## src/rtl/punto5_sweep_checker_settle_timer.sv

```systemverilog
// Loadable down-counter timing how long A/B/C are held before the outputs are sampled.
module settle_timer #(
  parameter int unsigned CNT_W    = 8,
  parameter int unsigned LOAD_VAL = 3
) (
  input  logic clk,
  input  logic rst,
  input  logic load,
  input  logic en,
  output logic expired_c
);

  logic [CNT_W-1:0] cnt;

  always_ff @(posedge clk or posedge rst) begin
    if (rst) begin
      cnt <= '0;
    end else if (load) begin
      cnt <= CNT_W'(LOAD_VAL);
    end else if (en && (cnt != '0)) begin
      cnt <= cnt - CNT_W'(1);
    end
  end

  assign expired_c = (cnt == '0);

endmodule

```

## config.mk

```make
export PLATFORM = sky130hd
export DESIGN_NAME = settle_timer
export DESIGN_NICKNAME = d
export VERILOG_FILES = /design/src/rtl/punto5_sweep_checker_settle_timer.sv
export SDC_FILE = /design/constraint.sdc
export NUM_CORES = 1
export LEC_CHECK = 0
export CORE_AREA = 2 2 39 41
export CTS_CLUSTER_SIZE = 12
export DETAILED_ROUTE_END_ITERATION = 10
export DIE_AREA = 0 0 41 43
export GPL_TIMING_DRIVEN = 0
export PLACE_DENSITY = 0.58
export SLEW_MARGIN = 25
export SYNTH_ARGS = -nofsm -noshare
export SYNTH_HDL_FRONTEND = slang
export SYNTH_SLANG_ARGS = --single-unit
```

## constraint.sdc

```tcl
create_clock -name clk -period 2 [get_ports clk]
set_clock_uncertainty 0.15 [all_clocks]
set_input_delay 0.2 -clock clk [delete_from_list [all_inputs] [get_ports clk]]
set_output_delay 0.2 -clock clk [all_outputs]
set_load 0.01 [all_outputs]
```

==> results by group, run 1 <==
Place
  – Port bufs: 4
  – Pre-CTS setup slack: -0.139 ns
  – Placed instance count: 71
  – Dpl hpwl: 692 um
  – Gp weighted congestion: 0.715
  – Placed Area: 542 sq um

Logic synthesis
  – Post-Syn Instances: 51
  – Synth area leaders: dfrtp_1 (42%), ha_1 (5.2%), nor2b_1 (5.2%), mux2_1 (4.7%), a21oi_1 (4.2%)
  – Area leader, netlist: dfrtp_1
  – Share of the synthesized area in the top cell type: 41.6%
  – Synth Register Bits: 8
  – Post-synth cell types: 22
  – Ys Warns: 0
  – Synth Net Count: 57
  – Register area share after synthesis: 41.6%
  – Post-Syn Area: 482 sq um
  – Syn_area_per_cell: 9.45 sq um

STA
  – Final setup viols: 0
  – RSZ-0062 raised after global routing: no
  – Max Freq: 517 MHz
  – Least-Margin Pin Slew: 0.449 ns
  – Sum Neg Setup Slack: 0 ns
  – Final worst setup slack: 0.0652 ns
  – Tmin final: 1.93 ns
  – Final slew viol count: 0
  – Worst slew margin: 70.0%
  – Final hold viol count: 0
  – Tcrit/Tclk final: 96.7%

Finish
  – Layout cells sized above 1: 26.2%
  – Reg with most FFs: cnt
  – Util after Layout: 45.3%
  – Largest registers: cnt: 8 flops
  – Nets: 73
  – Post-Layout Inst Area: 627 sq um
  – Area grow syn2layout: 30.1%
  – Ant. Diodes: 0
  – Largest register FFs: 8
  – Fin cells: 81

Die
  – Num ports: 5
  – Core area: 0.00138 sq mm
  – DIE HEIGHT: 43 um
  – Die ar.: 0.00176 sq mm
  – Initial Utilization: 34.8%
  – Die W: 41 um
  – Row count: 14

Worst setup path
  – Critical Path RT: 2.03 ns
  – Setup CP Type: flip-flop to flip-flop
  – Worst Setup Start Kind: flip-flop
  – Worst-path fanout max: 7
  – CP endpoint kind: flip-flop
  – CP arrival: 1.97 ns

Routing
  – WL per Instance: 12.3 um
  – Via count: 412
  – Residual DRC: 0
  – Starting DRT DRC Count: 2
  – Post-DR vias/cell: 5.09
  – 1st-pass router iterations: 4
  – WL final: 996 um
  – Remaining antenna violation count: 0

Power and ir drop
  – Max VDD drop: 0.000282 V
  – PD cells: 578 mW/mm^2
  – Leakage: 0.290 nW

Run status
  – Status: complete, no violations

Clock tree
  – Clock Sinks: 8
  – Root Driver: clkbuf_4
  – Hold-fix buffers at CTS: 0
  – Total CTS buffers: 3
  – CTS tree: done
  – Reg clk slew, reported paths: 0.06 ns
  – Worst-Skew Late Latency: 0.26 ns
  – Clock tree buffer depth: 2
  – H-tree levels: 1

Job
  – MaxCap Viol Count: 0

GRT
  – Remaining global-route overflow: 0
  – First-pass GRT wire length: 1650 um
  – Vias in the first global route: 419
  – Largest net degree at the start of global routing: 11
  – Initial antenna violation count: 0
  – GRT Overall Usage: 13.9%

Hold path
  – Worst Hold Class: primary input to asynchronous set/reset pin
==> power by group <==
| part | internal, mW | switching, mW |
|---|---|---|
| combinational | 0.0331 | 0.0309 |
| sequential | 0.169 | 0.00576 |
| clock | 0.0687 | 0.0553 |
==> cells by family (layout without fill, tap and decap cells) <==
group                    after synthesis  after routing  share of synthesized area [%]
AO/OA/AOI/OAI                         11             11                           14.8
adder cells (fa/ha/maj)                2              2                           5.19
flip-flops                             8              8                           41.6
AND/OR/NAND/NOR                       20             20                           24.7
buffers and inverters                  6             20                           4.93
multiplexers                           4              4                           8.83
==> through the flow <==
step	hold WS [ns]	total power, mW
3_3_place_gp	0.327	0.226
5_1_grt	0.0936	0.385
4_1_cts	0.0477	0.358
2_1_floorplan	-0.134	0.209
3_5_place_dp	0.323	0.227
6_report	0.0399	0.362
==> area by class of cell <==
type / count / area (sq um)
plain buffers: 2 / 11.3
clock buffers: 3 / 22.5
fillers: 134 / 757
inverters: 4 / 15.0
multi-input cells: 37 / 270
flip-flops and latches: 8 / 200
well taps: 16 / 20.0
repair buffers: 11 / 87.6
==> layout by cell type (no fill, tap or decap), types with 2 or more instances in the layout <==
| cell | netlist | layout |
|---|---|---|
| buf_4 | 0 | 8 |
| nor2b_1 | 4 | 4 |
| a21oi_1 | 4 | 3 |
| clkdlybuf4s50_1 | 0 | 3 |
| clkbuf_4 | 0 | 3 |
| o2111ai_1 | 2 | 2 |
| or4_1 | 2 | 2 |
| nor3_1 | 3 | 3 |
| nand2_1 | 2 | 2 |
| nor2_1 | 5 | 5 |
| mux2_1 | 2 | 2 |
| mux2i_1 | 2 | 2 |
| inv_1 | 4 | 3 |
| dfrtp_1 | 8 | 8 |
==> critical path, cell delays in order (launching register included) <==
cell	delay, ns
dfrtp_1	0.37
or4_1	0.52
buf_4	0.17
or4_1	0.52
a21oi_2	0.13
==> cells in the mapped netlist <==
cell,count
nor2b_1,4
inv_1,4
o2111ai_1,2
clkbuf_1,1
ha_1,2
dfrtp_1,8
nor3_1,3
o21a_1,1
nor2_1,5
nand4bb_1,1
o41ai_1,1
buf_2,1
o21ai_0,1
mux2_1,2
o21ai_1,1
a21oi_1,4
mux2i_1,2
o31ai_1,1
or4_1,2
nor4b_1,1
or3b_1,2
nand2_1,2
==> timing repair <==
item                       in CTS  in global routing
gates cloned                    0                  0
setup endpoints to repair       1                  2
resized for setup               6                  4
setup buffers                   4                  3
==> routing by layer <==
metal | up-vias | share of wire (%) | GRT usage, %
met5 | - | 0 | 0
met4 | 0 | 1.7 | 6.00
met3 | 2 | 2.8 | 3.14
met2 | 7 | 46 | 21.6
met1 | 188 | 49 | 17.6
li1 | 215 | - | -
==> final timing paths <==
| check | cells past startpoint | slack [ns] | endpoint | startpoint |
|---|---|---|---|---|
| worst max register to register | 4 | 0.07 | cnt[6] | cnt[5] |
| min in group clk | 2 | 0.45 | cnt[0] | cnt[0] |
| worst min-delay path | 2 | 0.04 | cnt[7] | rst |
| worst min register to register | 2 | 0.45 | cnt[0] | cnt[0] |
| worst max-delay path | 4 | 0.07 | cnt[6] | cnt[5] |
| max in group asynchronous | 2 | 1.42 | cnt[4] | rst |
Power figures use the tool's default switching activity.
==> run 2, diff against run 1 <==
--- a/config.mk
+++ b/config.mk
@@ -11,6 +11,7 @@
 export DIE_AREA = 0 0 41 43
 export GPL_TIMING_DRIVEN = 0
 export PLACE_DENSITY = 0.58
+export REMOVE_ABC_BUFFERS = 1
 export SLEW_MARGIN = 25
 export SYNTH_ARGS = -nofsm -noshare
 export SYNTH_HDL_FRONTEND = slang
==> results by group, run 2 (synthesis results as in run 1) <==
Die
  – Num ports: 5
  – Row count: 14
  – Die W: 41 um
  – DIE HEIGHT: 43 um
  – Die ar.: 0.00176 sq mm
  – Core area: 0.00138 sq mm
  – Initial Utilization: 34.8%

Worst setup path
  – Cell Chain, Critical Path: inv_2 > ha_2 > or3b_4 > buf_4 > o21ai_2 > mux2_1
  – WP depth: 6
  – R2r setup slk: 0.07 ns
  – Critical Path Start: cnt[0]
  – Worst-path fanout max: 4
  – CP arrival: 1.91 ns
  – Worst r2r src: cnt[0]
  – CP peak stage delay: 0.41 ns
  – Critical Path RT: 1.98 ns
  – CP max-delay cell: dfrtp_1
  – CP endpoint kind: flip-flop
  – FF-to-FF End: cnt[3]
  – Crit path buffers/inverters: 2
  – Worst Setup EP: cnt[3]
  – R2R depth: 6
  – Setup CP Type: flip-flop to flip-flop
  – Worst Setup Start Kind: flip-flop
  – Worst path top cell family by delay: flip-flops

STA
  – Tcrit/Tclk final: 96.5%
  – Final setup viols: 0
  – Tmin final: 1.93 ns
  – Max Freq: 518 MHz
  – Sum Neg Setup Slack: 0 ns
  – Final slew viol count: 0
  – Least-Margin Pin Slew: 0.425 ns
  – Worst slew margin: 71.6%
  – RSZ-0062 raised after global routing: no
  – Final hold viol count: 0

Routing
  – Remaining antenna violation count: 0
  – Residual DRC: 0
  – 1st-pass router iterations: 4
  – Via count: 413
  – Post-DR vias/cell: 5.36
  – WL final: 936 um
  – Starting DRT DRC Count: 6
  – WL per Instance: 12.2 um

Clock tree
  – Root Driver: clkbuf_4
  – H-tree levels: 1
  – Worst-Skew Late Latency: 0.25 ns
  – CTS tree: done
  – Reg clk slew, reported paths: 0.05 ns
  – Total CTS buffers: 3
  – Clock Sinks: 8
  – Hold-fix buffers at CTS: 0
  – Clock tree buffer depth: 2

Job
  – MaxCap Viol Count: 0

Finish
  – Area of the multi-input gates: 270 sq um
  – Area grow syn2layout: 24.7%
  – Largest register FFs: 8
  – Reg with most FFs: cnt
  – Fill cell count: 139
  – Largest registers: cnt: 8 flops
  – Layout cells sized above 1: 23.0%
  – Commonest cells after routing, fill and taps aside: dfrtp_1 (8), nor2_1 (5), buf_4 (5), nor2b_1 (4), a21oi_1 (4)
  – Nets: 69
  – Most common cell after layout, fill and taps aside: dfrtp_1
  – Util after Layout: 43.4%
  – Ant. Diodes: 0
  – Seq. cell area: 200 sq um

Hold path
  – Worst Hold Class: primary input to asynchronous set/reset pin

Run status
  – Status: complete, no violations

Place
  – Port bufs: 4
  – Gp weighted congestion: 0.684
  – Dpl hpwl: 625 um

GRT
  – Most used routing layer: met2
  – GRT Overall Usage: 12.3%
  – First-pass GRT wire length: 1460 um
  – Met1 global-route usage: 16.4%
  – Largest net degree at the start of global routing: 13
  – Vias in the first global route: 347
  – Met3 Track Usage GR: 3.14%
  – Remaining global-route overflow: 0
  – Initial antenna violation count: 0
  – Met2 usage: 16.6%

Power and ir drop
  – Max VDD drop: 0.000270 V
  – Leakage: 0.270 nW
  – PD cells: 596 mW/mm^2
==> run 2: cell count changes in the layout (fill, tap and decap cells not counted) <==
cell,delta
a21oi_1,+1
a21oi_2,-1
buf_4,-3
clkbuf_1,-1
or4_1,-1
or4_4,+1
==> run 2: power by group <==
part / total (mW) / internal (mW) / leakage [nW] / switching [mW]
Clock: 0.121 / 0.0685 / 0.0138 / 0.0527
Combinational: 0.0611 / 0.0316 / 0.153 / 0.0296
Sequential: 0.176 / 0.169 / 0.103 / 0.00703
Total: 0.358 / 0.269 / 0.270 / 0.0893
==> run 2: area by class of cell <==
cell class | instances | area share, %
inverters | 4 | 2.50
flip-flops and latches | 8 | 33.3
well taps | 16 | 3.33
clock buffers | 3 | 3.75
multi-input cells | 37 | 45.0
repair buffers | 9 | 12.1
==> run 2: metal layers <==
metal | vias to the layer above | share of wire, % | wire length, um
li1 | 208 | - | -
met1 | 196 | 44 | 408
met2 | 9 | 53 | 500
met3 | 0 | 3.0 | 28
met4 | 0 | 0 | 0
met5 | - | 0 | 0
==> run 2: worst min path at each step <==
stage,start,end,depth (start not counted)
floorplan,rst,cnt[0],1
global placement,rst,cnt[7],2
detailed placement,rst,cnt[1],2
CTS,rst,cnt[1],2
global route,rst,cnt[1],2
finish,rst,cnt[7],2
==> run 2: metrics by stage <==
stage | power (mW) | setup WS [ns] | hold slack, ns | area, sq um | instances
after CTS | 0.353 | 0.00231 | 0.0467 | 578 | 74
after global placement | 0.224 | -0.140 | 0.324 | 533 | 69
after detailed placement | 0.224 | -0.125 | 0.324 | 533 | 69
after global routing | 0.382 | 0.00604 | 0.0906 | 601 | 77
after floorplan | 0.206 | 0.161 | -0.134 | 473 | 49
final | 0.358 | 0.0706 | 0.0439 | 601 | 77
==> run 2: worst register-to-register path, delay by kind of cell, from the launching register on <==
family	cells	cell delay (ns)
buf+inv	2	0.24
fa+ha+maj	1	0.18
simple gates	1	0.38
mux	1	0.33
flops	1	0.41
compound gates	1	0.12
==> run 2: repair_timing <==
action / CTS / global route
setup buffers: 2 / 3
resized for setup: 5 / 4
setup endpoints to repair: 1 / 3
hold endpoints to repair: 0 / 0
